`src/rtl/imm_rot_encoder.sv`:
```
// Iterative search for the canonical {rotate_imm, immed_8} encoding of a 32-bit constant.
// Optional MVN-form retry on ~value is enabled by defining IMM_INVERT_EN.
module imm_rot_encoder #(
    parameter int PER_CYCLE = 1
) (
    input  logic        clk,
    input  logic        rst,
    input  logic        start,
    input  logic [31:0] value,
    output logic        busy,
    output logic        done,
    output logic        found,
    output logic [11:0] shift_operand,
    output logic        inverted
);

    generate
        if (PER_CYCLE != 1 && PER_CYCLE != 2 && PER_CYCLE != 4 &&
            PER_CYCLE != 8 && PER_CYCLE != 16) begin : g_bad_per_cycle
            $error("imm_rot_encoder: PER_CYCLE must be 1, 2, 4, 8 or 16");
        end
    endgenerate

`ifdef IMM_INVERT_EN
    typedef enum logic [1:0] {S_IDLE, S_SEARCH, S_INV_SEARCH, S_DONE} state_t;
`else
    typedef enum logic [1:0] {S_IDLE, S_SEARCH, S_DONE} state_t;
`endif

    state_t      state, state_nxt;
    logic [31:0] v_q;
    logic [31:0] cand;
    logic [3:0]  r_base;
    logic [3:0]  r_c;
    logic [31:0] rot_c;
    logic        hit;
    logic [11:0] hit_op;
    logic        last_step;
    logic        in_search;
    logic        inv_q;

    function automatic logic [31:0] rol2(input logic [31:0] x, input logic [3:0] r);
        logic [63:0] d;
        d = {x, x} << {r, 1'b0};
        return d[63:32];
    endfunction

`ifdef IMM_INVERT_EN
    assign cand      = (state == S_INV_SEARCH) ? ~v_q : v_q;
    assign in_search = (state == S_SEARCH) || (state == S_INV_SEARCH);
`else
    assign cand      = v_q;
    assign in_search = (state == S_SEARCH);
`endif

    assign last_step = (r_base == 4'(16 - PER_CYCLE));

    // Test PER_CYCLE consecutive rotations; the lowest one that fits wins.
    always_comb begin
        // NOTE: every variable gets a default first so no path can infer a latch.
        hit    = 1'b0;
        hit_op = 12'h000;
        r_c    = 4'd0;
        rot_c  = 32'd0;
        for (int i = 0; i < PER_CYCLE; i++) begin
            r_c   = r_base + 4'(i);
            rot_c = rol2(cand, r_c);
            if (!hit && rot_c[31:8] == 24'd0) begin
                hit    = 1'b1;
                hit_op = {r_c, rot_c[7:0]};
            end
        end
    end

    // NOTE: sequential state uses non-blocking assignments only.
    always_ff @(posedge clk) begin
        if (rst) state <= S_IDLE;
        else     state <= state_nxt;
    end

    always_comb begin
        state_nxt = state;
        case (state)
            S_IDLE:   if (start) state_nxt = S_SEARCH;
            S_SEARCH: begin
                if (hit) state_nxt = S_DONE;
`ifdef IMM_INVERT_EN
                else if (last_step) state_nxt = S_INV_SEARCH;
`else
                else if (last_step) state_nxt = S_DONE;
`endif
            end
`ifdef IMM_INVERT_EN
            S_INV_SEARCH: if (hit || last_step) state_nxt = S_DONE;
`endif
            S_DONE:   state_nxt = S_IDLE;
            default:  state_nxt = S_IDLE;
        endcase
    end

    always_comb begin
        busy = (state != S_IDLE);
        done = (state == S_DONE);
    end

    // Datapath: latched operand, rotation cursor and the held results.
    always_ff @(posedge clk) begin
        if (rst) begin
            v_q           <= 32'd0;
            r_base        <= 4'd0;
            found         <= 1'b0;
            shift_operand <= 12'h000;
            inv_q         <= 1'b0;
        end else if (state == S_IDLE) begin
            if (start) begin
                v_q           <= value;
                r_base        <= 4'd0;
                found         <= 1'b0;
                shift_operand <= 12'h000;
                inv_q         <= 1'b0;
            end
        end else if (in_search) begin
            if (hit) begin
                found         <= 1'b1;
                shift_operand <= hit_op;
`ifdef IMM_INVERT_EN
                inv_q         <= (state == S_INV_SEARCH);
`endif
            end else if (last_step) begin
                r_base <= 4'd0;
            end else begin
                r_base <= r_base + 4'(PER_CYCLE);
            end
        end
    end

`ifdef IMM_INVERT_EN
    assign inverted = inv_q;
`else
    assign inverted = 1'b0;
`endif

endmodule

```
`config.mk`:
```
export PLATFORM = sky130hd
export DESIGN_NAME = imm_rot_encoder
export DESIGN_NICKNAME = d
export VERILOG_FILES = /design/src/rtl/imm_rot_encoder.sv
export SDC_FILE = /design/constraint.sdc
export NUM_CORES = 1
export LEC_CHECK = 0
export BUFFER_PORTS_ARGS = -buffer_cell sky130_fd_sc_hd__buf_2
export CAP_MARGIN = 30
export CORE_MARGIN = 8
export CORE_UTILIZATION = 58
export CTS_CLUSTER_DIAMETER = 80
export DETAILED_ROUTE_END_ITERATION = 7
export HOLD_SLACK_MARGIN = 0.12
export MAX_ROUTING_LAYER = met4
export PLACE_DENSITY = 0.9
export SLEW_MARGIN = 20
export SYNTH_ARGS = -nofsm -noshare
export SYNTH_HDL_FRONTEND = slang
export SYNTH_SLANG_ARGS = --single-unit
```
`constraint.sdc`:
```
create_clock -name clk -period 3.6 [get_ports clk]
set_input_delay 0.54 -clock clk [delete_from_list [all_inputs] [get_ports clk]]
set_output_delay 0.54 -clock clk [all_outputs]
set_load 0.01 [all_outputs]
```
# Yosys cells after proc, flatten, opt, wreduce, memory -nomap -nowiden
# Cells that the tools add are included.
[word_totals] wordCells=41 reg_bits=51 out_inout_bits=16 inputBits=35
[classes] muxes=19 eq_ne=6 n_reduce_logical=9 shifts=1 n_addsub=1
[ops] operator="64-bit by 5-bit left shift with 64-bit output" count=1
[ops] operator="12-bit 2-to-1 mux" count=5
[ops] operator="24-bit logical NOT" count=1
[ops] operator="4-bit 2-to-1 mux" count=5
[ops] operator="2-bit 2-to-1 mux" count=3
[ops] operator="3-bit AND reduction" count=2
[ops] operator="2-bit nonzero test" count=3
[ops] operator="1-bit 2-to-1 mux" count=5
[ops] operator="4-bit by 1-bit adder with 4-bit output, second input constant" count=1
[ops] operator="4-bit == test, second input constant" count=1
[ops] operator="2-bit one-hot mux with 2 select lines" count=1
[ops] operator="2-bit AND reduction" count=2
[ops] operator="3-bit inequality test, second input constant" count=1
[ops] operator="2-bit by 1-bit == test with 1-bit output, second input constant" count=1
[ops] operator="2-bit == test, second input constant" count=1
[ops] operator="2-bit logical NOT" count=1
[ops] operator="2-bit by 1-bit inequality test with 1-bit output, second input constant" count=1
[ops] operator="2-bit inequality test, second input constant" count=1

# Longest topological paths before layout
[logic_depth] depth_word=6 ltp_mapped=11 depth_no_buf=7

# Worst setup path after synthesis
# No wires, ideal clock.
[synth_path] path_kind="reg-to-reg" from="reg r_base[1]" to="reg shift_operand[6]" setup_ps=65 period_less_slack_ps=2719 required_ps=3535 arrival_time_ps=2654 n_path_buf=2 path_slack_ps=881 stages_incl_launch_ff=10 path_cell_list="dfxtp_1 buf_6 buf_6 mux2_4 a211o_1 a2111o_1 a221o_1 a211oi_4 mux2_2 nor2_1"
[synth_via] elab_chain_len=6 word_cells_on_any_way=9 classes_between="shift (1); mux (5); reduce/logical (3)"
[synth_lines] element="start: declaration" line_no="33" source="logic [3:0] r_base;"
[synth_lines] element="start signal: assignment" line_no="132" source="r_base <= r_base + 4'(PER_CYCLE);"
[synth_lines] element="64-bit by 5-bit left shift with 64-bit output *" line_no="44" source="d = {x, x} << {r, 1'b0};"
[synth_lines] element="24-bit logical NOT" line_no="68" source="if (!hit && rot_c[31:8] == 24'd0) begin"
[synth_lines] element="12-bit 2-to-1 mux" line_no="68"
[synth_lines] element="12-bit 2-to-1 mux" line_no="123" source="if (hit) begin"
[synth_lines] element="12-bit 2-to-1 mux" line_no="122" source="end else if (in_search) begin"
[synth_lines] element="12-bit 2-to-1 mux" line_no="114" source="end else if (state == S_IDLE) begin"
[synth_lines] element="end signal: assignment" line_no="125" source="shift_operand <= hit_op;"
[synth_lines] element="end: declaration" line_no="13" source="output logic [11:0] shift_operand,"
# Every way passes the cells marked *; elsewhere a longest branch is shown, timed or not. The select of a mux whose other input is x is not followed.
# A chain may end at the register's enable or synchronous reset.

# Worst setup path in the final report
# Same ends and word-level chain as after synthesis.

==> reports/qor.txt <==
Initial antenna violation count - 0
Most frequent cells in the layout - nand2_1, a21oi_1, dfxtp_1, buf_2, mux4_2
Final WL - 11.3 mm
EDFF count, synth - 0
Final Wtd Congestion - 1.02
Syn nets - 467
CP required - 3.86 ns
Cell Area, Synth - 3680 um^2
Slew @ Worst Pin - 0.739 ns
Initial Utilization - 0.590
Setup Fix Bufs, Post-CTS - 0
Clock Tree Root - clkbuf_8
Primary FF master, synth - dfxtp_1
Post-synthesis sequential area ratio - 0.277
Cts bufs inserted - 5
CP endpoint kind - flop
Initial DRC count - 348
Int Power - 889 uW
Die Height - 95.7 um
FILL cells - 538
Htree depth - 2
Crit path max fanout - 21
YS warnings - 0
Final worst slack - 0.314 ns
R2r startpoint - r_base[1]$_SDFFE_PP0P_
Worst path bufs/invs - 1
Die area - 9160 um^2
Mapped Avg Cell Area - 8.55 um^2
Max Cap Violations - 0
LEAKAGE - 0.00153 uW
CTS tree - done
CP Cell Sequence - buf_4, mux4_2, mux2i_1, o221ai_1, or4_4, a211oi_4, mux2_2, nor2_1
Detail Route Antenna Nets - 0
VDD IR-drop max - 0.214 mV
Min-Delay Path Class - in -> reg
Setup violations, final - 0
Slowest cell on the critical path - dfxtp_2
DP Worst Slack - 0.266 ns
Die X - 95.7 um
Design area - 4140 um^2
Seq cells post-synth - 51
Cts repair resizes - 0
CP endpoint - shift_operand[6]$_SDFFE_PP0P_
Port bufs - 49
Worst Clk Skew - 0.0109 ns
Rel. slew slack - 0.506
P&R area growth vs syn - 12.3%
Min Tclk post-route - 3.29 ns
Clk network pwr share - 0.263
Crit path max-delay family - multiplexers
Hold Startpoint - value[30]
Fmax - 304 MHz
Critical path origin - r_base[1]$_SDFFE_PP0P_
RSZ-0062 raised after global routing - no
Commonest non-fill, non-tap cell in the layout - nand2_1
Nets - 506
Wire length per cell - 20.7 um
Crit path DAT - 3.55 ns
Vias - 3624
Seq pwr share - 0.487
Largest net degree at the start of global routing - 53
Hold WS - 0.451 ns
Hold Vio Cnt, Final - 0
Share of layout cells above drive strength 1 - 0.276
Clk sink count - 51
Placed Area - 4020 um^2
Pwr/cell area - 323 nW/um^2
Ys async rst share - 0
Final TNS setup - 0 ns
Crit-path max cell delay - 0.64 ns
Vias in the first global route - 3478
Hold-fix buffers, CTS - 0
First-pass GRT wire length - 18.5 mm
First-pass DRT Iterations - 4
Stages on worst setup path - 8
Crit Path Class - reg -> reg
Psw - 448 uW
Period utilization - 0.913
Final std cells w/o fill - 548
CTS Buffer Depth - 2
Num rows - 29
Overflow after GRT - 0
Pins over their slew limit - 0
Status - completed
CP startpoint kind - flop
FF-to-FF End - shift_operand[6]$_SDFFE_PP0P_
Synth Instances - 431
Vias/cell - 6.61
Register-to-Register Setup Slack - 0.31 ns
Dpl cells - 539
Clk pin slew, worst setup/hold paths - 0.10 ns
HPWL after DPL - 8.28 mm
Core area - 6240 um^2
Post-synth cell types - 56
Residual DRC - 0
Total Routing Usage GR - 0.264
Sw frac - 0.335
Ant. Diodes - 0
Combinational power share - 0.250
FF-to-FF path depth - 8
Clock latency on the worst-skew pair - 0.32 ns
Num ports - 51
-- flip-flops by register name (all words and copies together), names as in the netlist --
register	cells
state	2
r_base	4
shift_operand	12
cand	32
found	1
-- worst min-delay path: cells and delay by family --
kind	cells	cell delay, ns
AO/OA/AOI/OAI	1	0.05
buffers and inverters	1	0.09
AND/OR/NAND/NOR	1	0.04
-- cells in the mapped netlist (4+ instances only) --
library cell,count,share of area
a2111oi_0,11,0.026
dfxtp_1,51,0.28
nand3_1,6,0.0082
mux2i_1,8,0.022
nor3_1,10,0.014
and2_1,5,0.0085
nor2b_1,8,0.014
buf_1,4,0.0041
nor2_1,14,0.014
o211ai_1,6,0.012
a211o_1,4,0.0095
nand3b_1,11,0.022
nor4_1,6,0.010
buf_6,5,0.015
o21ai_0,6,0.0082
clkbuf_1,19,0.019
nand2_1,89,0.091
or4_1,4,0.0082
buf_4,6,0.012
buf_2,8,0.011
a21oi_1,56,0.076
mux2_2,7,0.021
mux4_2,27,0.17
-- power by group through the flow --
stage	Sequential [uW]	Combinational [uW]	Clock, uW
floorplan	630	251	0
global placement	660	324	0
detailed placement	661	326	0
CTS	648	328	354
global route	655	367	379
finish	651	335	351
-- layout make-up --
| type | instances | area, um^2 | share of cell area |
|---|---|---|---|
| repair buffers | 74 | 490 | 0.119 |
| clock buffers | 5 | 68.8 | 0.0166 |
| multi-input cells | 332 | 2410 | 0.583 |
| flip-flops and latches | 51 | 1020 | 0.247 |
| inverters | 6 | 22.5 | 0.00544 |
| clock inverters | 3 | 25.0 | 0.00605 |
| well taps | 77 | 96.3 | 0.0233 |
-- stage by stage --
stage,total power [uW],utilization
2_1_floorplan,882,-
3_3_place_gp,984,0.644
3_5_place_dp,988,0.644
4_1_cts,1330,0.659
5_1_grt,1400,0.663
6_report,1340,0.663
-- logic make-up (layout without fill, tap and decap cells) --
logic type,count (synthesis),in the layout,synth area share
other cells,1,1,0.00102
compound gates,110,110,0.199
fa+ha+maj,1,1,0.00340
flops,51,51,0.277
simple gates,177,177,0.239
mux,43,43,0.212
buf+inv,48,88,0.0679
-- layer usage --
metal,share of wire,vias to the layer above,track usage
met1,0.42,1694,0.337
met5,0,-,-
met3,0.090,25,0.0515
met2,0.47,218,0.411
li1,-,1687,-
met4,0.025,0,0.0896
-- worst min-delay path by stage --
| stage | cells past startpoint | to | slack, ns |
|---|---|---|---|
| after CTS | 3 | cand[6]$_SDFFE_PP0P_ | 0.45 |
| after floorplan | 2 | cand[8]$_SDFFE_PP0P_ | 0.47 |
| after global placement | 2 | shift_operand[7]$_SDFFE_PP0P_ | 0.46 |
| after global routing | 3 | cand[13]$_SDFFE_PP0P_ | 0.45 |
| final | 3 | cand[30]$_SDFFE_PP0P_ | 0.45 |
| after detailed placement | 2 | shift_operand[8]$_SDFFE_PP0P_ | 0.49 |
(Power assumes the default switching activity.)
